===== src/rtl/vram_arbiter_if.sv =====
// Bus bundle for vram_arbiter: CPU write port, video read port and the VRAM port.
// The arbiter connects through the slave modport; the CPU/video/VRAM side uses master.
interface vram_arbiter_if;
   logic [14:0] cpu_addr;
   logic [7:0]  cpu_din;
   logic        cpu_we;
   logic        cpu_wait;
   logic        cpu_ovf;

   logic        vid_req;
   logic [12:0] vid_addr;
   logic        vid_ack;
   logic [31:0] vid_data;
   logic        vid_valid;

   logic [12:0] mem_addr;
   logic [31:0] mem_din;
   logic [3:0]  mem_be;
   logic        mem_we;
   logic        mem_rd;
   logic [31:0] mem_q;

   modport slave (
      input  cpu_addr, cpu_din, cpu_we, vid_req, vid_addr, mem_q,
      output cpu_wait, cpu_ovf, vid_ack, vid_data, vid_valid,
             mem_addr, mem_din, mem_be, mem_we, mem_rd
   );

   modport master (
      output cpu_addr, cpu_din, cpu_we, vid_req, vid_addr, mem_q,
      input  cpu_wait, cpu_ovf, vid_ack, vid_data, vid_valid,
             mem_addr, mem_din, mem_be, mem_we, mem_rd
   );
endinterface


===== src/rtl/vram_arbiter.sv =====
// vram_arbiter: shares one single-port 32-bit VRAM between queued CPU byte writes and video reads.
// Optional build macro VRAM_ARB_COHERENT_EN: video reads wait for queued writes to the same word.
module vram_arbiter #(
   parameter int FIFO_DEPTH = 4,
   parameter int RD_LAT     = 2,
   parameter int STARVE_MAX = 3
) (
   input  logic          clk_sys,
   input  logic          reset,
   vram_arbiter_if.slave bus
);

   localparam int PTR_W = $clog2(FIFO_DEPTH);
   localparam int CNT_W = PTR_W + 1;
   localparam int STV_W = $clog2(STARVE_MAX + 1);

   localparam logic [1:0] GNT_IDLE = 2'd0;
   localparam logic [1:0] GNT_VID  = 2'd1;
   localparam logic [1:0] GNT_CPU  = 2'd2;

   typedef struct packed {
      logic [14:0] addr;
      logic [7:0]  data;
   } wr_entry_t;

   wr_entry_t         fifo_q [FIFO_DEPTH];
   wr_entry_t         fifo_d [FIFO_DEPTH];
   logic [PTR_W-1:0]  rd_ptr_q, rd_ptr_d;
   logic [PTR_W-1:0]  wr_ptr_q, wr_ptr_d;
   logic [CNT_W-1:0]  count_q, count_d;
   logic [STV_W-1:0]  starve_q, starve_d;
   logic              vid_ack_q, vid_ack_d;
   logic              cpu_wait_q, cpu_wait_d;
   logic              cpu_ovf_q, cpu_ovf_d;
   logic [12:0]       mem_addr_q, mem_addr_d;
   logic [31:0]       mem_din_q, mem_din_d;
   logic [3:0]        mem_be_q, mem_be_d;
   logic              mem_we_q, mem_we_d;
   logic              mem_rd_q, mem_rd_d;
   logic [RD_LAT-1:0] rd_pipe_q, rd_pipe_d;
   logic [RD_LAT:0]   rd_tag;

   logic              fifo_nonempty;
   logic              fifo_full;
   logic              starved;
   logic              vid_eligible;
   logic [1:0]        grant;
   logic              push;
   logic              pop;
   logic              drop;
   wr_entry_t         head;
   logic              vid_valid;

   always_comb begin
      fifo_nonempty = (count_q != '0);
      fifo_full     = (count_q == CNT_W'(FIFO_DEPTH));
      head          = fifo_q[rd_ptr_q];
      starved       = fifo_nonempty && (starve_q == STV_W'(STARVE_MAX));
      vid_eligible  = bus.vid_req && !vid_ack_q;
   end

`ifdef VRAM_ARB_COHERENT_EN
   logic [FIFO_DEPTH-1:0] entry_hit;
   logic                  coh_drain;

   // An entry is live when its distance from the read pointer is below the count.
   always_comb begin
      for (int i = 0; i < FIFO_DEPTH; i++) begin
         entry_hit[i] = ({1'b0, PTR_W'(PTR_W'(i) - rd_ptr_q)} < count_q) &&
                        (fifo_q[i].addr[12:0] == bus.vid_addr);
      end
      coh_drain = vid_eligible && (|entry_hit);
   end
`endif

   always_comb begin
      grant = GNT_IDLE;
      if (vid_eligible && !starved) begin
         grant = GNT_VID;
      end else if (fifo_nonempty) begin
         grant = GNT_CPU;
      end
`ifdef VRAM_ARB_COHERENT_EN
      // A queued write to the requested word lands first, regardless of the starve state.
      if (coh_drain) begin
         grant = GNT_CPU;
      end
`endif
   end

   always_comb begin
      // NOTE: every signal written here gets a default first, so no path can infer a latch.
      mem_rd_d   = 1'b0;
      mem_we_d   = 1'b0;
      mem_addr_d = '0;
      mem_din_d  = '0;
      mem_be_d   = '0;
      vid_ack_d  = 1'b0;
      starve_d   = starve_q;
      pop        = 1'b0;

      case (grant)
         GNT_VID: begin
            mem_rd_d   = 1'b1;
            mem_addr_d = bus.vid_addr;
            vid_ack_d  = 1'b1;
            if (!fifo_nonempty) begin
               starve_d = '0;
            end else if (starve_q != STV_W'(STARVE_MAX)) begin
               starve_d = starve_q + STV_W'(1);
            end
         end
         GNT_CPU: begin
            pop        = 1'b1;
            mem_we_d   = 1'b1;
            mem_addr_d = head.addr[12:0];
            mem_be_d   = 4'b0001 << head.addr[14:13];
            mem_din_d  = {4{head.data}};
`ifdef VRAM_ARB_COHERENT_EN
            if (!coh_drain) begin
               starve_d = '0;
            end
`else
            starve_d   = '0;
`endif
         end
         default: ;
      endcase

      // A full queue still accepts a write in the cycle its head is popped.
      push = bus.cpu_we && (!fifo_full || pop);
      drop = bus.cpu_we && !push;

      count_d = count_q;
      case ({push, pop})
         2'b10:   count_d = count_q + CNT_W'(1);
         2'b01:   count_d = count_q - CNT_W'(1);
         default: ;
      endcase

      rd_ptr_d = pop  ? rd_ptr_q + PTR_W'(1) : rd_ptr_q;
      wr_ptr_d = push ? wr_ptr_q + PTR_W'(1) : wr_ptr_q;

      fifo_d = fifo_q;
      if (push) begin
         fifo_d[wr_ptr_q] = {bus.cpu_addr, bus.cpu_din};
      end

      cpu_wait_d = (count_d == CNT_W'(FIFO_DEPTH));
      cpu_ovf_d  = cpu_ovf_q || drop;

      rd_tag    = {rd_pipe_q, mem_rd_q};
      rd_pipe_d = rd_tag[RD_LAT-1:0];
   end

   // NOTE: state updates use non-blocking assignment so every flop samples pre-edge values.
   always_ff @(posedge clk_sys) begin
      if (reset) begin
         rd_ptr_q   <= '0;
         wr_ptr_q   <= '0;
         count_q    <= '0;
         starve_q   <= '0;
         vid_ack_q  <= 1'b0;
         cpu_wait_q <= 1'b0;
         cpu_ovf_q  <= 1'b0;
         mem_addr_q <= '0;
         mem_din_q  <= '0;
         mem_be_q   <= '0;
         mem_we_q   <= 1'b0;
         mem_rd_q   <= 1'b0;
         rd_pipe_q  <= '0;
      end else begin
         rd_ptr_q   <= rd_ptr_d;
         wr_ptr_q   <= wr_ptr_d;
         count_q    <= count_d;
         starve_q   <= starve_d;
         vid_ack_q  <= vid_ack_d;
         cpu_wait_q <= cpu_wait_d;
         cpu_ovf_q  <= cpu_ovf_d;
         mem_addr_q <= mem_addr_d;
         mem_din_q  <= mem_din_d;
         mem_be_q   <= mem_be_d;
         mem_we_q   <= mem_we_d;
         mem_rd_q   <= mem_rd_d;
         rd_pipe_q  <= rd_pipe_d;
      end
   end

   // NOTE: queue storage has no reset; the pointers and count alone decide which entries are live.
   always_ff @(posedge clk_sys) begin
      fifo_q <= fifo_d;
   end

   assign vid_valid = rd_pipe_q[RD_LAT-1];

   assign bus.cpu_wait  = cpu_wait_q;
   assign bus.cpu_ovf   = cpu_ovf_q;
   assign bus.vid_ack   = vid_ack_q;
   assign bus.vid_valid = vid_valid;
   assign bus.vid_data  = vid_valid ? bus.mem_q : '0;
   assign bus.mem_addr  = mem_addr_q;
   assign bus.mem_din   = mem_din_q;
   assign bus.mem_be    = mem_be_q;
   assign bus.mem_we    = mem_we_q;
   assign bus.mem_rd    = mem_rd_q;

endmodule

===== src/flat_wrapper.sv =====
// flat-port wrapper written by rule: the top's interface ports become plain ports
module vram_arbiter_flat 
#(
   parameter int FIFO_DEPTH = 4,
   parameter int RD_LAT     = 2,
   parameter int STARVE_MAX = 3
)
  (clk_sys, reset, bus_cpu_addr, bus_cpu_din, bus_cpu_we, bus_vid_req, bus_vid_addr, bus_mem_q, bus_cpu_wait, bus_cpu_ovf, bus_vid_ack, bus_vid_data, bus_vid_valid, bus_mem_addr, bus_mem_din, bus_mem_be, bus_mem_we, bus_mem_rd);
  vram_arbiter_if bus_i ();
  input  logic clk_sys;
  input  logic reset;
  input wire logic [$bits(bus_i.cpu_addr)-1:0] bus_cpu_addr;
  input wire logic [$bits(bus_i.cpu_din)-1:0] bus_cpu_din;
  input wire logic [$bits(bus_i.cpu_we)-1:0] bus_cpu_we;
  input wire logic [$bits(bus_i.vid_req)-1:0] bus_vid_req;
  input wire logic [$bits(bus_i.vid_addr)-1:0] bus_vid_addr;
  input wire logic [$bits(bus_i.mem_q)-1:0] bus_mem_q;
  output wire logic [$bits(bus_i.cpu_wait)-1:0] bus_cpu_wait;
  output wire logic [$bits(bus_i.cpu_ovf)-1:0] bus_cpu_ovf;
  output wire logic [$bits(bus_i.vid_ack)-1:0] bus_vid_ack;
  output wire logic [$bits(bus_i.vid_data)-1:0] bus_vid_data;
  output wire logic [$bits(bus_i.vid_valid)-1:0] bus_vid_valid;
  output wire logic [$bits(bus_i.mem_addr)-1:0] bus_mem_addr;
  output wire logic [$bits(bus_i.mem_din)-1:0] bus_mem_din;
  output wire logic [$bits(bus_i.mem_be)-1:0] bus_mem_be;
  output wire logic [$bits(bus_i.mem_we)-1:0] bus_mem_we;
  output wire logic [$bits(bus_i.mem_rd)-1:0] bus_mem_rd;
  assign bus_i.cpu_addr = bus_cpu_addr;
  assign bus_i.cpu_din = bus_cpu_din;
  assign bus_i.cpu_we = bus_cpu_we;
  assign bus_i.vid_req = bus_vid_req;
  assign bus_i.vid_addr = bus_vid_addr;
  assign bus_i.mem_q = bus_mem_q;
  assign bus_cpu_wait = bus_i.cpu_wait;
  assign bus_cpu_ovf = bus_i.cpu_ovf;
  assign bus_vid_ack = bus_i.vid_ack;
  assign bus_vid_data = bus_i.vid_data;
  assign bus_vid_valid = bus_i.vid_valid;
  assign bus_mem_addr = bus_i.mem_addr;
  assign bus_mem_din = bus_i.mem_din;
  assign bus_mem_be = bus_i.mem_be;
  assign bus_mem_we = bus_i.mem_we;
  assign bus_mem_rd = bus_i.mem_rd;
  vram_arbiter #(.FIFO_DEPTH(FIFO_DEPTH), .RD_LAT(RD_LAT), .STARVE_MAX(STARVE_MAX)) u_core (.clk_sys(clk_sys), .reset(reset), .bus(bus_i));
endmodule

===== config.mk =====
export PLATFORM = sky130hd
export DESIGN_NAME = vram_arbiter_flat
export DESIGN_NICKNAME = d
export VERILOG_FILES = /design/src/rtl/vram_arbiter_if.sv /design/src/rtl/vram_arbiter.sv /design/src/flat_wrapper.sv
export SDC_FILE = /design/constraint.sdc
export NUM_CORES = 1
export LEC_CHECK = 0
export CORE_MARGIN = 1.5
export CORE_UTILIZATION = 40
export DETAILED_ROUTE_END_ITERATION = 12
export MAX_ROUTING_LAYER = met4
export PLACE_DENSITY = 0.66
export SLEW_MARGIN = 25
export SYNTH_ARGS = -nofsm -noshare
export SYNTH_HDL_FRONTEND = slang
export SYNTH_SLANG_ARGS = --single-unit

===== constraint.sdc =====
create_clock -name clk_sys -period 4.5 [get_ports clk_sys]
set_input_delay 0.45 -clock clk_sys [delete_from_list [all_inputs] [get_ports clk_sys]]
set_output_delay 0.45 -clock clk_sys [all_outputs]
set_load 0.02 [all_outputs]

; Word level (Yosys, flattened, before mapping)
; Cells that the tools add are included.
[op_classes]
n_reduce_logical = 16
n_eq_ne = 9
muxes = 16
shift = 1
magnitude_cmp = 3
n_bitwise = 3
n_addsub = 5
[op_table]
columns = cell, n
row1 = 92-bit bitwise mux, 1
row2 = 23-bit two-way mux, 3
row3 = 23-bit binary-select mux with 2-bit select, 1
row4 = 23-bit demux with 2-bit select, 1
row5 = 32-bit two-way mux, 1
row6 = 13-bit one-hot mux with 2 select lines, 1
row7 = 2-bit two-way mux, 4
row8 = 2-bit by 1-bit adder with 2-bit output (second input constant), 3
row9 = 2-bit equality test (second input constant), 3
row10 = 3-bit equality test (second input constant), 2
row11 = 3-bit greater-or-equal comparator (second input constant), 2
row12 = 1-bit logical AND, 6
row13 = 2-bit NOT with 3-bit output, 2
row14 = 3-bit one-hot mux with 2 select lines, 1
row15 = 2-bit by 1-bit equality test with 1-bit output (second input constant), 2
row16 = 1-bit zero test, 4
row17 = 2-bit one-hot mux with 2 select lines, 1
row18 = 1-bit by 2-bit left shift with 4-bit output (first input constant), 1
row19 = 3-bit by 1-bit adder with 3-bit output (second input constant), 1
row20 = 3-bit by 1-bit less-than comparator with 1-bit output (second input constant), 1
row21 = 3-bit != test (second input constant), 1
row22 = 3-bit nonzero test, 1
row23 = 3-bit by 1-bit subtractor with 3-bit output (second input constant), 1
row24 = 1-bit logical OR, 2
row25 = other kinds (6), 7
[word_totals]
regBits = 156
output_inout_bits = 87

; Logic depth before layout (Yosys ltp)
; Gate-level depths: netlist of run 1.
[depth]
word_depth = 12
ltp_mapped = 9
depth_no_buf = 8

; Worst setup path before layout of run 1
; OpenSTA, ideal clock, no wires.
[synth_timing]
kind = reg-to-reg
from = reg u_core.starve_q[0]
to = reg u_core.cpu_wait_q (netlist: u_core.bus.cpu_wait)
stages_incl_launch_ff = 10
path_slack_ps = 2254
arrival_ps = 2116
setup_time_ps = 130
path_cell_list = dfxtp_1 ha_1 nor3b_4 buf_6 nor3_1 fa_1 nor4bb_1 a221oi_2 nor4_1 nor3b_1
[synth_between]
elab_chain_len = 12
elab_cells_between_ends = 13
cone_classes = eq/ne (5) / mux (3) / reduce/logical (5)
[synth_lines]
columns = item, line
row1 = "start, declared", vram_arbiter.sv:31  ; logic [STV_W-1:0] starve_q, starve_d;
row2 = "start signal, assigned", vram_arbiter.sv:176  ; starve_q <= starve_d;
row3 = 2-bit equality test *, vram_arbiter.sv:58  ; starved = fifo_nonempty && (starve_q == STV_W'(STARVE_MAX));
row4 = 1-bit logical AND *, vram_arbiter.sv:58
row5 = 1-bit zero test *, vram_arbiter.sv:78  ; if (vid_eligible && !starved) begin
row6 = 1-bit logical AND *, vram_arbiter.sv:78
row7 = 2-bit two-way mux *, vram_arbiter.sv:78
row8 = 2-bit equality test *, vram_arbiter.sv:102  ; case (grant)
row9 = 1-bit two-way mux *, vram_arbiter.sv:102
row10 = 1-bit logical OR, vram_arbiter.sv:131  ; push = bus.cpu_we && (!fifo_full || pop);
row11 = 1-bit logical AND, vram_arbiter.sv:131
row12 = 2-bit by 1-bit equality test with 1-bit output or 2-bit equality test (tied branches), vram_arbiter.sv:135  ; case ({push, pop})
row13 = 3-bit one-hot mux with 2 select lines *, vram_arbiter.sv:135
row14 = 3-bit equality test *, vram_arbiter.sv:149  ; cpu_wait_d = (count_d == CNT_W'(FIFO_DEPTH));
row15 = "end signal, assigned", vram_arbiter.sv:178  ; cpu_wait_q <= cpu_wait_d;
row16 = "end, declared", vram_arbiter.sv:33  ; logic cpu_wait_q, cpu_wait_d;
; Every way passes the cells marked *; elsewhere a longest branch is shown, timed or not.
; A chain may end at the register's enable or synchronous reset.

; Worst setup path in the final report of run 1
[layout_timing]
from = in bus_vid_req
to = reg u_core.cpu_wait_q (netlist: u_core.bus.cpu_wait)
[layout_between]
elab_chain_len = 10
elab_cells_between_ends = 11
cone_classes = eq/ne (4) / mux (3) / reduce/logical (4)
[layout_lines]
columns = item, line
row1 = "start, declared", flat_wrapper.sv:15  ; input wire logic [$bits(bus_i.vid_req)-1:0] bus_vid_req;
row2 = 1-bit logical AND *, vram_arbiter.sv:59  ; vid_eligible = bus.vid_req && !vid_ack_q;
row3 = 1-bit logical AND *, vram_arbiter.sv:78
row4 = 2-bit two-way mux *, vram_arbiter.sv:78
row5 = 2-bit equality test *, vram_arbiter.sv:102
row6 = 1-bit two-way mux *, vram_arbiter.sv:102
row7 = 1-bit logical OR, vram_arbiter.sv:131
row8 = 1-bit logical AND, vram_arbiter.sv:131
row9 = 2-bit by 1-bit equality test with 1-bit output or 2-bit equality test (tied branches), vram_arbiter.sv:135
row10 = 3-bit one-hot mux with 2 select lines *, vram_arbiter.sv:135
row11 = 3-bit equality test *, vram_arbiter.sv:149
; Marks and branches as above.

==> run_results.csv, run 1 <==
group,metric,value,unit
clocking,clockBufferDepth,2,
final_layout,final_core_util,0.5634,
clocking,post_cts_buffers,0,
clocking,cts_buffers,17,
floorplanning,num_rows,42,
detailed_routing,firstDrtPassIters,4,
critical_path,path_max_fanout,14,
critical_path,path_cells,"clkdlybuf4s50_1 -> nor3b_4 -> nor3_1 -> fa_1 -> nor2_1 -> a221oi_2 -> nor4_1 -> nor3b_1",
global_routing,grt_pass1_vias,3395,
final_layout,area_growth,38.24,%
synthesis,synthCells,347,
final_layout,final_nets,560,
placement,hpwl,7398,um
clocking,insertion_delay,0.41,ns
synthesis,synth_most_common_cell,"edfxtp_1",
detailed_routing,drc,0,
detailed_routing,wl_met2,5652,um
clocking,cts_tree,"yes",
detailed_routing,viasPerCell,4.851,
detailed_routing,drt_iter0_drc,182,
detailed_routing,met3_wirelength,693,um
detailed_routing,wl_met1,4531,um
placement,numPortBuffers,158,
synthesis,ys_async_sr_fraction,0,
critical_path,reg2regPathDepth,8,
timing,rsz0062_at_grt,"no",
power,peakVddDrop,0.2810,mV
floorplanning,initial_core_util,0.4075,
critical_path,crit_path_start_kind,"input port",
clocking,cts-root-buf,"clkbuf_16",
critical_path,max_stage_delay,0.55,ns
synthesis,yosys.area.top_type,"edfxtp_1",
floorplanning,core-area,0.01319,mm^2
critical_path,path_class,"input port to flip-flop",
synthesis,seq_area_frac_synth,0.6629,
final_layout,finalInstanceArea,0.007431,mm^2
critical_path,cp.required,4.77,ns
synthesis,synthTopCellsByCount,"92 x edfxtp_1, 44 x and2_1, 40 x dfxtp_1",
detailed_routing,drt_wl_total,11010,um
floorplanning,die_area,0.01414,mm^2
clocking,cts.clk_slew.worst_paths,0.05,ns
synthesis,synthTopCellsByArea,"edfxtp_1 51%, dfxtp_1 15%, mux4_2 9.6%, and2_1 5.1%, buf_4 3.8%",
power,power_density,465.4,mW/mm^2
critical_path,cpMaxStageDelayCell,"clkdlybuf4s50_1",
placement,place_inst,639,
critical_path,cp-end-kind,"flip-flop",
timing,period_needed,2.553,ns
job,drv_cap,0,
critical_path,worst-path-buf-inv,1,
clocking,htree_levels,4,
timing,fmax,391.7,MHz
synthesis,synth.distinct_cells,49,
placement,post-place-ws,1.525,ns
synthesis,post-synth-top-area-fraction,0.5140,
power,p_leak,2.534,nW
timing,relSlewSlack,0.3951,
final_layout,drive_gt1_frac,0.1475,
floorplanning,die_w,118.9,um
timing,timing.final.hold_violations,0,
placement,gp_congestion,0.8249,
synthesis,synth.avg_cell_area,15.49,um^2
timing,post-route-period-util,0.5674,
final_layout,antennaDiodeCount,0,
timing,setup_violations,0,
detailed_routing,vias,3255,
synthesis,yosysWarnings,0,
timing,clock_skew,0.01101,ns
critical_path,cp_top_family,"simple AND/OR/NAND/NOR gates",
placement,post_dp_cell_area,0.006887,mm^2
synthesis,syn_nets,425,
synthesis,synth_top_flop_cell,"edfxtp_1",
synthesis,syn_area,0.005375,mm^2
min_path,worstHoldPathCells,1,
detailed_routing,antenna_left,0,
timing,setup_slack,1.947,ns
critical_path,cp_num_cells,8,
detailed_routing,wl_per_cell,16.41,um
floorplanning,die_h,118.9,um
synthesis,ys_seq_elements,132,
critical_path,worstPathArrival,2.83,ns
clocking,cts.sinks,132,
global_routing,grt_max_degree,34,
clocking,ctsResizeCount,0,
floorplanning,io_pins,159,
min_path,hold_path_class,"flip-flop to flip-flop",
clocking,hold_buffers,0,
global_routing,grt_overflow_total,0,
final_layout,post_layout_nonfiller_instances,671,
synthesis,synth_enable_flop_cells,92,
timing,drv_slew,0,
global_routing,grt_pass1_wl,17440,um
timing,fin_setup_tns,0,ns
status,outcome,"complete, no violations",
detailed_routing,highest_layer,"met4",
timing,hold_ws,0.4357,ns
global_routing,track_usage,0.1711,
global_routing,antenna_found_initial,0,
timing,tightest_slew,0.9073,ns
power,p_total,3.458,mW
## power by group
part | internal, mW | switching, mW | leakage [nW]
clock network | 0.797 | 0.460 | 0.263
registers | 1.41 | 0.102 | 1.17
logic | 0.367 | 0.325 | 1.10
## area by class of cell
cell class	count	area, um^2
Clock buffer	26	489.2
Clock inverter	6	55.05
Fill cell	1064	5759
Inverter	7	26.28
Multi-Input combinational cell	165	1486
Sequential cell	132	3565
Tap cell	176	220.2
Timing Repair Buffer	159	1589
## registers in the layout (all words and copies together) (netlist names)
register,count
u_core.bus.vid_ack,1
u_core.count_q,3
u_core.bus.mem_addr,13
u_core.bus.mem_we,1
u_core.rd_ptr_q,2
u_core.bus.cpu_ovf,1
u_core.fifo_q,92
u_core.bus.cpu_wait,1
u_core.bus.mem_be,4
u_core.starve_q,2
u_core.bus.mem_din,8
u_core.wr_ptr_q,2
u_core.rd_pipe_q,2
## worst paths after layout
check	startpoint	slack, ns	endpoint
worst max-delay path	bus_vid_req	1.95	u_core.bus.cpu_wait
worst min register to register	u_core.rd_pipe_q[0]	0.44	u_core.rd_pipe_q[1]
worst min-delay path	u_core.rd_pipe_q[0]	0.44	u_core.rd_pipe_q[1]
worst max register to register	u_core.starve_q[0]	1.95	u_core.bus.cpu_wait
## cells in the final DEF, fill, tap and decap left out, types with 4 or more instances in the layout
master           netlist  layout
a22oi_1               13      13
and2_1                44      40
and2_2                 0       4
clkbuf_1               5       6
clkbuf_16              0      17
clkdlybuf4s50_1        0     158
dfxtp_1               40      39
edfxtp_1              92      92
ha_1                   5       5
inv_1                  6       6
mux4_2                23      23
nand2_1                4       4
nor2_1                22      21
nor2_2                 9      10
nor3_1                 7       7
## metal layers
metal,up-vias,global-route usage
met3,11,0.05795
met1,1577,0.1896
met5,-,-
met2,140,0.2867
met4,0,0.06551
li1,1527,-
## logic make-up after synthesis
family / synth area share
buf+inv: 0.06191
flops: 0.6629
xor+xnor: 0.006519
fa+ha+maj: 0.01536
compound gates: 0.04376
simple gates: 0.1113
mux: 0.09823
## worst register-to-register path: cells and delay by family, from the launching register on
family                   cells  cell delay (ns)
AND/OR/NAND/NOR              5             1.30
adder cells (fa/ha/maj)      2             0.71
flip-flops                   1             0.32
AO/OA/AOI/OAI                1             0.08
Note: power is estimated with default switching activity, not from simulation.
==> run 2: changes to the inputs <==
==> constraint.sdc (replaced) <==
create_clock -name clk_sys -period 2.55 [get_ports clk_sys]
set_input_delay 0.255 -clock clk_sys [delete_from_list [all_inputs] [get_ports clk_sys]]
set_output_delay 0.255 -clock clk_sys [all_outputs]
set_load 0.02 [all_outputs]
==> run_results.csv, run 2 (synthesis results as in run 1) <==
group,metric,value,unit
clocking,insertion_delay,0.40,ns
placement,hpwl,7874,um
power,combPwrFrac,0.211,
critical_path,crit_path_start_kind,"flip-flop",
timing,fmax,435.4,MHz
global_routing,grt_overflow_total,0,
clocking,cts_tree,"yes",
final_layout,final_common_cell,"clkdlybuf4s50_1",
detailed_routing,drc,0,
critical_path,cp.required,2.82,ns
status,outcome,"complete, no violations",
final_layout,final_cell_mix,"158 x clkdlybuf4s50_1, 92 x edfxtp_1, 44 x and2_1",
floorplanning,io_pins,159,
job,drv_cap,0,
floorplanning,initial_core_util,0.4075,
floorplanning,num_rows,42,
power,p_sw,1.621,mW
power,cell_internal_pwr,4.805,mW
timing,setup_violations,0,
floorplanning,core-area,0.01319,mm^2
final_layout,final_nets,574,
placement,numPortBuffers,158,
final_layout,area_growth,42.18,%
clocking,cts-root-buf,"clkbuf_16",
power,peakVddDrop,0.5689,mV
timing,post-route-period-util,0.9008,
floorplanning,die_w,118.9,um
final_layout,antennaDiodeCount,0,
final_layout,multiInputGateArea,0.001484,mm^2
power,clockPowerShare,0.386,
power,p_leak,2.647,nW
global_routing,grt_pass1_vias,3435,
clocking,clockBufferDepth,2,
critical_path,path_class,"flip-flop to flip-flop",
critical_path,path_max_fanout,4,
detailed_routing,firstDrtPassIters,4,
floorplanning,die_area,0.01414,mm^2
clocking,cts.clk_slew.worst_paths,0.05,ns
clocking,cts.sinks,132,
final_layout,drive_gt1_frac,0.1788,
timing,setup_slack,0.2530,ns
timing,rsz0062_at_grt,"no",
global_routing,grt_max_degree,34,
detailed_routing,drt_iter0_drc,143,
timing,timing.final.hold_violations,0,
detailed_routing,antenna_left,0,
min_path,hold_path_class,"flip-flop to flip-flop",
placement,post-place-ws,0.1588,ns
power,swShare,0.2522,
clocking,cts_buffers,17,
timing,period_needed,2.297,ns
timing,clock_skew,0.007789,ns
floorplanning,die_h,118.9,um
final_layout,top_register,"u_core.fifo_q",
detailed_routing,wl_per_cell,16.37,um
final_layout,largest_register_ffs,92,
global_routing,track_usage,0.1731,
timing,drv_slew,0,
global_routing,antenna_found_initial,0,
global_routing,grt_pass1_wl,17880,um
final_layout,seqCellArea,0.003565,mm^2
clocking,htree_levels,4,
timing,relSlewSlack,0.5453,
detailed_routing,viasPerCell,4.880,
detailed_routing,drt_wl_total,11220,um
power,power_density,840.8,mW/mm^2
power,seqPwrFrac,0.403,
critical_path,cp-end-kind,"flip-flop",
timing,tightest_slew,0.6813,ns
final_layout,fillerInstances,1041,
timing,fin_setup_tns,0,ns
critical_path,worstPathArrival,2.57,ns
detailed_routing,vias,3343,
placement,gp_congestion,0.7753,
## run 2: cell count changes in the layout (fill, tap and decap cells not counted), sizes merged
| cell | previous run | this run |
|---|---|---|
| clkbuf | 26 | 18 |
| buf | 1 | 15 |
| clkinv | 4 | 8 |
| bufinv | 1 | 4 |
| clkinvlp | 1 | 2 |
## run 2: critical path, cell delays in order (launching register included)
cell      delay [ns]
dfxtp_1         0.37
ha_2            0.28
nor3b_4         0.06
nor3_1          0.23
fa_1            0.26
nor4bb_1        0.38
a221oi_2        0.12
nor4_1          0.37
nor3b_1         0.10
## run 2: path summary, 6_finish.rpt
path	from	endpoint	slack, ns	depth (start not counted)
setup / recovery	u_core.starve_q[0]	u_core.bus.cpu_wait	0.25	8
hold / removal	u_core.rd_pipe_q[0]	u_core.rd_pipe_q[1]	0.43	1
setup reg to reg	u_core.starve_q[0]	u_core.bus.cpu_wait	0.25	8
hold reg to reg	u_core.rd_pipe_q[0]	u_core.rd_pipe_q[1]	0.43	1
## run 2: area by class of cell
cell class,instances,share of cell area
flip-flops and latches,132,0.4664
repair buffers,173,0.2266
multi-input cells,165,0.1942
clock buffers,18,0.05616
well taps,176,0.02881
clock inverters,14,0.02439
inverters,7,0.003438
## run 2: power by group through the flow
stage	logic [mW]	registers, mW	clock network [mW]
after floorplan	0.866	2.66	0
final	1.36	2.59	2.48
after detailed placement	1.38	2.63	0
after CTS	1.39	2.59	2.54
after global placement	1.36	2.62	0
after global routing	1.47	2.61	2.63
## run 2: what timing repair did
action | 4_1_cts | 5_1_grt
buffers inserted | 0 | 0
setup endpoints to repair | 0 | 2
resized for setup | 0 | 1
hold buffers | 0 | 0
## run 2: metal layers
metal | GRT usage | vias to the layer above | part of all wire
met5 | - | - | 0
met4 | 0.04970 | 0 | 0.0061
met3 | 0.05172 | 8 | 0.071
met2 | 0.3107 | 155 | 0.53
met1 | 0.1855 | 1633 | 0.39
li1 | - | 1547 | -
## run 2: through the flow
stage | hold WS [ns] | instances | instance area [um^2] | power (mW) | utilization
global route | 0.4564 | 685 | 7642 | 6.705 | 0.5794
CTS | 0.4414 | 685 | 7637 | 6.512 | 0.5790
floorplan | 0.3266 | 347 | 5375 | 3.526 | -
global placement | 0.4268 | 653 | 7022 | 3.979 | 0.5323
detailed placement | 0.4284 | 653 | 7022 | 4.009 | 0.5323
finish | 0.4349 | 685 | 7642 | 6.425 | 0.5794
==> run 3: changes to the inputs <==
--- a/config.mk
+++ b/config.mk
@@ -8,8 +8,8 @@
 export CORE_MARGIN = 1.5
 export CORE_UTILIZATION = 40
 export DETAILED_ROUTE_END_ITERATION = 12
-export MAX_ROUTING_LAYER = met4
 export PLACE_DENSITY = 0.66
+export REMOVE_ABC_BUFFERS = 1
 export SLEW_MARGIN = 25
 export SYNTH_ARGS = -nofsm -noshare
 export SYNTH_HDL_FRONTEND = slang
==> run_results.csv, run 3 (synthesis results as in run 1) <==
group,metric,value,unit
critical_path,path_cells,"and2_1 -> clkdlybuf4s50_1",
critical_path,path_class,"flip-flop to output pin",
global_routing,grt_max_degree,34,
detailed_routing,drc,0,
clocking,insertion_delay,0.41,ns
detailed_routing,drt_wl_total,11070,um
status,outcome,"complete, no violations",
global_routing,grt_pass1_vias,3396,
critical_path,cpMaxStageDelayCell,"dfxtp_1",
critical_path,crit_path_start_kind,"flip-flop",
clocking,cts.clk_slew.worst_paths,0.06,ns
min_path,worstHoldPathCells,1,
floorplanning,die_w,118.9,um
floorplanning,die_h,118.9,um
detailed_routing,drt_iter0_drc,170,
floorplanning,initial_core_util,0.4075,
critical_path,cp-end-kind,"output pin",
timing,timing.final.hold_violations,0,
clocking,post_cts_buffers,0,
final_layout,antennaDiodeCount,0,
critical_path,reg2regPathDepth,8,
global_routing,grt_overflow_total,0,
timing,drv_slew,0,
final_layout,final_cell_mix,"158 x clkdlybuf4s50_1, 92 x edfxtp_1, 44 x and2_1",
detailed_routing,vias,3304,
timing,post-route-period-util,0.8954,
critical_path,r2r_slack,0.29,ns
placement,post_dp_cell_area,0.006992,mm^2
detailed_routing,firstDrtPassIters,4,
detailed_routing,wl_per_cell,16.14,um
power,p_leak,2.629,nW
final_layout,final_core_util,0.5761,
detailed_routing,viasPerCell,4.816,
timing,rsz0062_at_grt,"no",
power,swShare,0.2629,
power,peakVddDrop,0.5340,mV
floorplanning,die_area,0.01414,mm^2
final_layout,final_common_cell,"clkdlybuf4s50_1",
timing,relSlewSlack,0.5510,
timing,period_needed,2.283,ns
power,clockPowerShare,0.385,
global_routing,track_usage,0.1652,
clocking,ctsResizeCount,0,
floorplanning,io_pins,159,
critical_path,worstPathArrival,2.03,ns
placement,hpwl,7752,um
timing,fmax,438.0,MHz
final_layout,final_nets,575,
clocking,cts_tree,"yes",
timing,tightest_slew,0.6726,ns
placement,post-place-ws,0.1462,ns
clocking,cts_buffers,17,
floorplanning,core-area,0.01319,mm^2
timing,setup_violations,0,
timing,hold_ws,0.4407,ns
min_path,whs_endpoint,"u_core.rd_pipe_q[1]",
clocking,cts.sinks,132,
min_path,hold_path_class,"flip-flop to flip-flop",
power,cell_internal_pwr,4.714,mW
floorplanning,num_rows,42,
critical_path,path_max_fanout,33,
min_path,hold_start,"u_core.rd_pipe_q[0]",
critical_path,cp.required,2.30,ns
global_routing,grt_pass1_wl,17710,um
power,combPwrFrac,0.206,
power,seqPwrFrac,0.409,
critical_path,cp_top_family,"flip-flops",
global_routing,antenna_found_initial,0,
final_layout,drive_gt1_frac,0.1765,
clocking,clockBufferDepth,2,
placement,numPortBuffers,158,
timing,setup_slack,0.2667,ns
final_layout,finalInstanceArea,0.007599,mm^2
final_layout,top_register,"u_core.fifo_q",
power,p_sw,1.682,mW
clocking,cts-root-buf,"clkbuf_16",
final_layout,area_growth,41.36,%
clocking,hold_buffers,0,
detailed_routing,antenna_left,0,
final_layout,largest_register_ffs,92,
power,power_density,841.8,mW/mm^2
job,drv_cap,0,
critical_path,r2r-start,"u_core.starve_q[0]",
timing,fin_setup_tns,0,ns
clocking,htree_levels,4,
placement,gp_congestion,0.7408,
timing,clock_skew,0.006807,ns
critical_path,worst-path-buf-inv,1,
critical_path,max_stage_delay,0.75,ns
critical_path,timing.rr.end,"u_core.bus.cpu_wait",
run 3: cell type report:
cell class | count | area, um^2
fill | 1038 | 5592
sequential | 132 | 3565
timing repair buffer | 174 | 1702
multi-input combinational | 165 | 1479
clock buffer | 18 | 429.2
tap | 176 | 220.2
clock inverter | 14 | 177.7
inverter | 7 | 26.28
run 3: how the worst max path moves through the flow:
stage / startpoint / endpoint / slack (ns) / cells past startpoint
after floorplan: u_core.starve_q[0] / u_core.bus.cpu_wait / 0.27 / 8
after global placement: bus_vid_req / u_core.bus.cpu_wait / 0.20 / 8
after detailed placement: bus_vid_req / u_core.bus.cpu_wait / 0.15 / 8
after CTS: u_core.rd_pipe_q[1] / bus_vid_data[28] / 0.19 / 2
after global routing: u_core.starve_q[0] / u_core.bus.cpu_wait / 0.03 / 8
final: u_core.rd_pipe_q[1] / bus_vid_data[28] / 0.27 / 2
run 3: metal layers:
metal	vias up	GRT usage	routed length, um
met5	-	0	0
met4	0	0.04744	101
met3	9	0.06561	939
met2	158	0.2827	5520
met1	1584	0.1925	4509
li1	1553	-	-
run 3: per-stage QoR:
stage / std cells / total power, mW
2_1_floorplan: 304 / 3.388
6_report: 686 / 6.396
3_3_place_gp: 654 / 3.975
5_1_grt: 686 / 6.658
3_5_place_dp: 654 / 3.996
4_1_cts: 686 / 6.471
run 3: power groups by stage:
stage | Sequential (mW) | Clock [mW] | Combinational [mW]
after floorplan | 2.82 | 0 | 0.569
after global placement | 2.66 | 0 | 1.32
after detailed placement | 2.67 | 0 | 1.33
after CTS | 2.63 | 2.51 | 1.34
after global routing | 2.65 | 2.60 | 1.41
final | 2.62 | 2.46 | 1.32
run 3: worst register-to-register path: stages (launching register included):
cell,delay (ns)
dfxtp_1,0.36
ha_1,0.32
nor3b_4,0.07
nor3_1,0.22
fa_1,0.25
nor4bb_1,0.34
a221oi_2,0.11
nor4_1,0.38
nor3b_1,0.09
